<file path="src/rtl/id_ex_stage.sv">
// ID/EX pipeline register: captures decoded fields and operands, inserts load-use bubbles.
// Define WB_BYPASS_EN to forward a same-cycle WB write into the captured/held operands.
module id_ex_stage #(
  parameter int WIDTH     = 32,
  parameter int ADD_WIDTH = 5,
  parameter int CTRL_W    = 12,
  parameter int CNT_W     = 16
) (
  input  logic                 clk,
  input  logic                 rst,
  input  logic                 id_valid,
  output logic                 id_ready,
  input  logic [WIDTH-1:0]     id_pc,
  input  logic [ADD_WIDTH-1:0] id_rs1,
  input  logic [ADD_WIDTH-1:0] id_rs2,
  input  logic                 id_use_rs1,
  input  logic                 id_use_rs2,
  input  logic [ADD_WIDTH-1:0] id_rd,
  input  logic [WIDTH-1:0]     id_rd1,
  input  logic [WIDTH-1:0]     id_rd2,
  input  logic [WIDTH-1:0]     id_imm,
  input  logic [CTRL_W-1:0]    id_ctrl,
  input  logic                 id_is_load,
  input  logic                 id_wb_en,
  input  logic                 wb_en,
  input  logic [ADD_WIDTH-1:0] wb_reg,
  input  logic [WIDTH-1:0]     wb_data,
  input  logic                 ex_flush,
  input  logic                 ex_ready,
  output logic                 ex_valid,
  output logic [WIDTH-1:0]     ex_pc,
  output logic [ADD_WIDTH-1:0] ex_rs1,
  output logic [ADD_WIDTH-1:0] ex_rs2,
  output logic [ADD_WIDTH-1:0] ex_rd,
  output logic [WIDTH-1:0]     ex_op1,
  output logic [WIDTH-1:0]     ex_op2,
  output logic [WIDTH-1:0]     ex_imm,
  output logic [CTRL_W-1:0]    ex_ctrl,
  output logic                 ex_is_load,
  output logic                 ex_wb_en,
  output logic [CNT_W-1:0]     bubble_cnt
);

  logic             advance;
  logic             load_use;
  logic [WIDTH-1:0] op1_cap;
  logic [WIDTH-1:0] op2_cap;

  assign advance  = !ex_valid || ex_ready;
  assign load_use = ex_valid && ex_is_load && (ex_rd != '0) &&
                    ((id_use_rs1 && (id_rs1 == ex_rd)) || (id_use_rs2 && (id_rs2 == ex_rd)));
  assign id_ready = ex_flush || (advance && !load_use);

  // x0 reads as zero no matter what register_bank drives
  always_comb begin
    op1_cap = (id_rs1 == '0) ? '0 : id_rd1;
    op2_cap = (id_rs2 == '0) ? '0 : id_rd2;
`ifdef WB_BYPASS_EN
    if (wb_en && (wb_reg != '0) && (wb_reg == id_rs1)) op1_cap = wb_data;
    if (wb_en && (wb_reg != '0) && (wb_reg == id_rs2)) op2_cap = wb_data;
`endif
  end

`ifndef WB_BYPASS_EN
  logic unused_wb;
  assign unused_wb = &{1'b0, wb_en, wb_reg, wb_data};
`endif

  always_ff @(posedge clk) begin
    if (rst) begin
      ex_valid   <= 1'b0;
      ex_pc      <= '0;
      ex_rs1     <= '0;
      ex_rs2     <= '0;
      ex_rd      <= '0;
      ex_op1     <= '0;
      ex_op2     <= '0;
      ex_imm     <= '0;
      ex_ctrl    <= '0;
      ex_is_load <= 1'b0;
      ex_wb_en   <= 1'b0;
      bubble_cnt <= '0;
    end else if (ex_flush) begin
      ex_valid <= 1'b0;
    end else if (load_use && advance) begin
      ex_valid <= 1'b0;
      if (bubble_cnt != '1) bubble_cnt <= bubble_cnt + CNT_W'(1);
    end else if (advance) begin
      ex_valid   <= id_valid;
      ex_pc      <= id_pc;
      ex_rs1     <= id_rs1;
      ex_rs2     <= id_rs2;
      ex_rd      <= id_rd;
      ex_op1     <= op1_cap;
      ex_op2     <= op2_cap;
      ex_imm     <= id_imm;
      ex_ctrl    <= id_ctrl;
      ex_is_load <= id_is_load;
      ex_wb_en   <= id_wb_en;
    end
`ifdef WB_BYPASS_EN
    else begin
      // held operands would otherwise miss a write retiring while EX stalls
      if (wb_en && (wb_reg != '0) && (wb_reg == ex_rs1)) ex_op1 <= wb_data;
      if (wb_en && (wb_reg != '0) && (wb_reg == ex_rs2)) ex_op2 <= wb_data;
    end
`endif
  end

endmodule

</file>
<file path="config.mk">
export PLATFORM = sky130hd
export DESIGN_NAME = id_ex_stage
export DESIGN_NICKNAME = d
export VERILOG_FILES = /design/src/rtl/id_ex_stage.sv
export SDC_FILE = /design/constraint.sdc
export NUM_CORES = 1
export LEC_CHECK = 0
export BUFFER_PORTS_ARGS = -buffer_cell sky130_fd_sc_hd__clkbuf_2
export CORE_AREA = 2 2 146 148
export DETAILED_ROUTE_END_ITERATION = 6
export DIE_AREA = 0 0 148 150
export GPL_TIMING_DRIVEN = 0
export PLACE_DENSITY = 0.77
export SYNTH_ARGS = -nofsm -noshare
export SYNTH_HDL_FRONTEND = slang
export SYNTH_SLANG_ARGS = --single-unit
</file>
<file path="constraint.sdc">
create_clock -name clk -period 2.3 [get_ports clk]
set_clock_uncertainty 0.05 [all_clocks]
set_input_delay 0.46 -clock clk [delete_from_list [all_inputs] [get_ports clk]]
set_output_delay 0.46 -clock clk [all_outputs]
set_load 0.01 [all_outputs]
</file>
Yosys cells after proc, flatten, opt, wreduce, memory -nomap -nowiden

Cells that the tools add are included.

Bitwise logic cells: 2
Eq/ne operators: 3
Multiplexer cells: 2
Reduce and logical (&&, ||, !) cells: 18
$add $sub $neg: 1

Operator list:

| cell                    | number |
|---|---|
| $mux W32                | 2 |
| $add A16 B1 Y16 const B | 1 |
| $ne A16 B16 Y1 const B  | 1 |
| $eq A5 B5 Y1            | 2 |
| $logic_not A5 Y1        | 2 |
| $logic_and A1 B1 Y1     | 7 |
| $reduce_and A3 Y1       | 2 |
| $reduce_bool A5 Y1      | 1 |
| $logic_or A1 B1 Y1      | 3 |
| $reduce_or A3 Y1        | 1 |
| $logic_not A1 Y1        | 2 |
| $not A1 Y1              | 2 |

Input port bits: 202
Flip-flop bits (word level): 174
Output and inout port bits: 175

Depth between registers and ports, before layout

Depth in word-level cells: 7
Mapped depth: 8
Mapped depth without buffers: 5

Least setup slack after synthesis

No wires, ideal clock.

Path type: in2reg
From: input id_rs1[0]
To: register bubble_cnt[4]
Data required time: 2129 ps
Path buffers: 1
Stages: 6
Data arrival time: 1931 ps
Setup slack: 198 ps
Path through: xor2_1 nor4_2 a32oi_2 buf_4 nor4_1 mux2_2

Word-level cells in the longest chain between the ends: 6

Ends and longest elaborated chain:

| item                        | line | text |
|---|---|---|
| start: declaration          | 14   | `input logic [ADD_WIDTH-1:0] id_rs1,` |
| $eq A5 B5 Y1                | 51   | `((id_use_rs1 && (id_rs1 == ex_rd)) \|\| (id_use_rs2 && (id_rs2 == ex_rd)));` |
| $logic_and A1 B1 Y1         | 51   |  |
| $logic_or A1 B1 Y1          | 51   |  |
| $logic_and A1 B1 Y1         | 50   | `assign load_use = ex_valid && ex_is_load && (ex_rd != '0) &&` |
| $logic_and A1 B1 Y1         | 85   | `end else if (load_use && advance) begin` |
| $reduce_and A3 Y1 (no line) | -    |  |
| end signal: assignment      | 87   | `if (bubble_cnt != '1) bubble_cnt <= bubble_cnt + CNT_W'(1);` |
| end: declaration            | 41   | `output logic [CNT_W-1:0] bubble_cnt` |

No other way between the ends.
A chain may end at the register's enable or synchronous reset.

Final worst setup path

From: register ex_rd[0]
To: output id_ready

Word-level cells in the longest chain between the ends: 7
Elaborated cells on any way between the ends: 11
Those cells by class: eq/ne (2); reduce/logical (9)

Ends and longest elaborated chain:

| item                     | line | text |
|---|---|---|
| start: declaration       | 34   | `output logic [ADD_WIDTH-1:0] ex_rd,` |
| start signal: assignment | 93   | `ex_rd <= id_rd;` |
| $eq A5 B5 Y1             | 51   |  |
| $logic_and A1 B1 Y1      | 51   |  |
| $logic_or A1 B1 Y1       | 51   |  |
| $logic_and A1 B1 Y1 *    | 50   |  |
| $logic_not A1 Y1 *       | 52   | `assign id_ready = ex_flush \|\| (advance && !load_use);` |
| $logic_and A1 B1 Y1 *    | 52   |  |
| $logic_or A1 B1 Y1 *     | 52   |  |
| end: declaration         | 12   | `output logic id_ready,` |

Mark *: on every way between the ends. The rest lies on a longest branch, timed or not.

==> results.sh <==
export IMPL_seqPwrFrac_pct=45.7
export IMPL_finalMaxSlewViolations=0
export IMPL_drive_gt1_share_pct=35.2
export IMPL_io_pins=377
export IMPL_core_area_sq_mm=0.0207
export IMPL_violations="setup timing"
export IMPL_first_pass_iters=4
export IMPL_min_from="ex_flush"
export IMPL_wire_per_inst_um=15.6
export IMPL_setup_viol=1
export IMPL_remaining_drc_errors=0
export IMPL_p_comb_share_pct=14.9
export IMPL_yosysWarnings=0
export IMPL_antenna_left=0
export IMPL_avgViaCountPerCell=4.66
export IMPL_final_cell_count_no_fill=1474
export IMPL_syn_nets=1029
export IMPL_place_congestion=0.834
export IMPL_nets=1389
export IMPL_finalWorstSetupSlack_ps=-92.1
export IMPL_clkTransAtPathRegs_ps=70
export IMPL_grt_pass1_wl_mm=35.2
export IMPL_relSlewSlack_pct=45.7
export IMPL_maxCapViolCount=0
export IMPL_worst_slew_pin_slew_ps=814
export IMPL_cp_startpoint="ex_rd[0]"
export IMPL_use_met1_pct=24.7
export IMPL_clockBufferDepth=2
export IMPL_status="finished, violations left"
export IMPL_die_y_um=150
export IMPL_power_leakage_nw=5.10
export IMPL_synth_seq_cells=174
export IMPL_holdCritPathClass="input port to register"
export IMPL_grt_use_met3_pct=5.00
export IMPL_syn_to_final_growth_pct=33.7
export IMPL_post_route_min_period_ps=2390
export IMPL_dp_slack_ps=-254
export IMPL_cp_start_kind="register"
export IMPL_ys_seq_area_share_pct=43.5
export IMPL_clock_sinks=174
export IMPL_synth_edf_count=0
export IMPL_grt_util_met2_pct=34.4
export IMPL_fin_util_pct=51.8
export IMPL_initial_core_util_pct=38.7
export IMPL_dp_cells=1438
export IMPL_drt_iter0_drc=235
export IMPL_critPathArrivalTime_ps=1880
export IMPL_rsz0062_at_grt="true"
export IMPL_critPathKind="register to output pin"
export IMPL_postCtsHoldBufs=0
export IMPL_antenna_found_initial=0
export IMPL_cts_max_level=4
export IMPL_dp_hpwl_mm=17.4
export IMPL_grt_use_total_pct=19.9
export IMPL_synth_avg_cell_area_sq_um=9.71
export IMPL_final_cell_mix="clkbuf_2 (336), nand2b_1 (254), dfxtp_1 (169), mux2i_1 (157), nand2_1 (73)"
export IMPL_max_freq_mhz=418
export IMPL_io_buffers=337
export IMPL_grt_pass1_vias=6721
export IMPL_critPathMaxFanout=4
export IMPL_end_kind="output pin"
export IMPL_irDropWorstVdd_mv=0.440
export IMPL_numCtsBuffers=17
export IMPL_yosysUniqueCellTypes=34
export IMPL_hold_violations=0
export IMPL_switching_share_pct=28.4
export IMPL_whs_ps=215
export IMPL_netlist_area_sq_mm=0.00802
export IMPL_grt_max_degree=18
export IMPL_n_antenna_cell=0
export IMPL_cts_root_buf="clkbuf_16"
export IMPL_clock_latency_ps=420
export IMPL_top_usage_layer="met2"
export IMPL_synth_flop_cell="dfxtp_1"
export IMPL_netlist_instances=826
export IMPL_grt_overflow=0
export IMPL_p_sw_w=0.00205
export IMPL_finalCritPeriodShare_pct=104
export IMPL_pwr_share_clk_pct=39.4
export IMPL_vias=6872
export IMPL_cp_data_required_time_ps=1790
export IMPL_intPower_w=0.00518
export IMPL_layout_commonest_cell="clkbuf_2"
export IMPL_cts_tree="yes"
export IMPL_fillers=1973
export IMPL_async_flop_share_pct=0
export IMPL_dieArea_sq_mm=0.0222
export IMPL_drt_wl_total_mm=23.0
export IMPL_r2r_start="ex_rd[0]"
export IMPL_total_power_w=0.00723
export IMPL_p_per_area_mw_per_mm2=675
export IMPL_die_x_um=148
export IMPL_rows=53
==> kinds of logic (layout without fill, tap and decap cells) <==
group	after synthesis	after routing	synth area share (%)
XOR/XNOR	10	10	1.09
AND/OR/NAND/NOR	402	402	28.5
flip-flops	174	174	43.5
multiplexers	172	172	21.7
AO/OA/AOI/OAI	9	9	0.874
buffers and inverters	58	431	4.21
adder cells (fa/ha/maj)	1	1	0.156
==> critical path, stage by stage (launching register included) <==
cell      delay, ps
dfxtp_4         370
xor2_1          170
nor4_2          300
a32oi_2         180
buf_6           150
nor2_4           80
o21bai_1         70
buf_2           140
==> cell type report <==
type	instances	area, sq um	share of cell area (%)
Sequential cell	174	3490	32.6
Buffer	57	352	3.28
Tap cell	275	344	3.21
Clock inverter	14	126	1.18
Timing Repair Buffer	341	1720	16.0
Clock buffer	18	439	4.10
Multi-Input combinational cell	594	4240	39.6
Inverter	1	3.75	0.0350
==> sequential cells by signal, summed over array words and instances, names as in the netlist <==
signal,flops
ex_pc,32
ex_rd,5
ex_rs2,5
ex_wb_en,1
bubble_cnt,16
ex_op1,32
ex_imm,32
ex_valid,1
ex_op2,32
ex_is_load,1
ex_rs1,5
ex_ctrl,12
==> cells in the mapped netlist (all sizes together) (4+ instances only) <==
library cell / number / area share [%]
clkbuf: 38 / 1.8
nor2b: 16 / 1.2
nand3: 6 / 0.37
nand4: 4 / 0.31
mux2: 14 / 2.0
nand2: 73 / 3.4
nand2b: 254 / 20
buf: 19 / 2.4
nor2: 21 / 0.98
mux2i: 158 / 20
nor3: 5 / 0.31
xor2: 8 / 0.87
dfxtp: 174 / 43
nor4: 12 / 1.0
==> stage by stage <==
stage | area (sq um) | TNS, ps
after CTS | 10700 | -127
after floorplan | 8020 | 0
after global placement | 10000 | -16660
final | 10700 | -92.1
after detailed placement | 10000 | -25240
after global routing | 10700 | -206
==> power by group through the flow <==
stage / Combinational (W) / Clock [W] / Sequential, W
2_1_floorplan: 0.000510 / 0 / 0.00344
4_1_cts: 0.00108 / 0.00291 / 0.00330
3_5_place_dp: 0.00107 / 0 / 0.00337
6_report: 0.00108 / 0.00285 / 0.00330
3_3_place_gp: 0.00105 / 0 / 0.00336
5_1_grt: 0.00117 / 0.00305 / 0.00332
==> timing repair <==
item | CTS | global route
buffers inserted | 2 | 2
pin swaps | 5 | 3
gates resized for setup | 14 | 8
setup endpoints to repair | 146 | 96
==> worst paths after layout <==
kind / end / slack [ps] / cells past startpoint
max: id_ready / -90 / 7
min: ex_valid / 210 / 2
max reg2reg: ex_op1[3] / 100 / 9
min reg2reg: ex_imm[2] / 420 / 2
==> routing by layer <==
layer	up-vias	part of all wire [%]
met1	3223	45
li1	3425	-
met2	202	48
met5	-	0
met3	22	5.4
met4	0	1.6
Power figures use the tool's default switching activity.
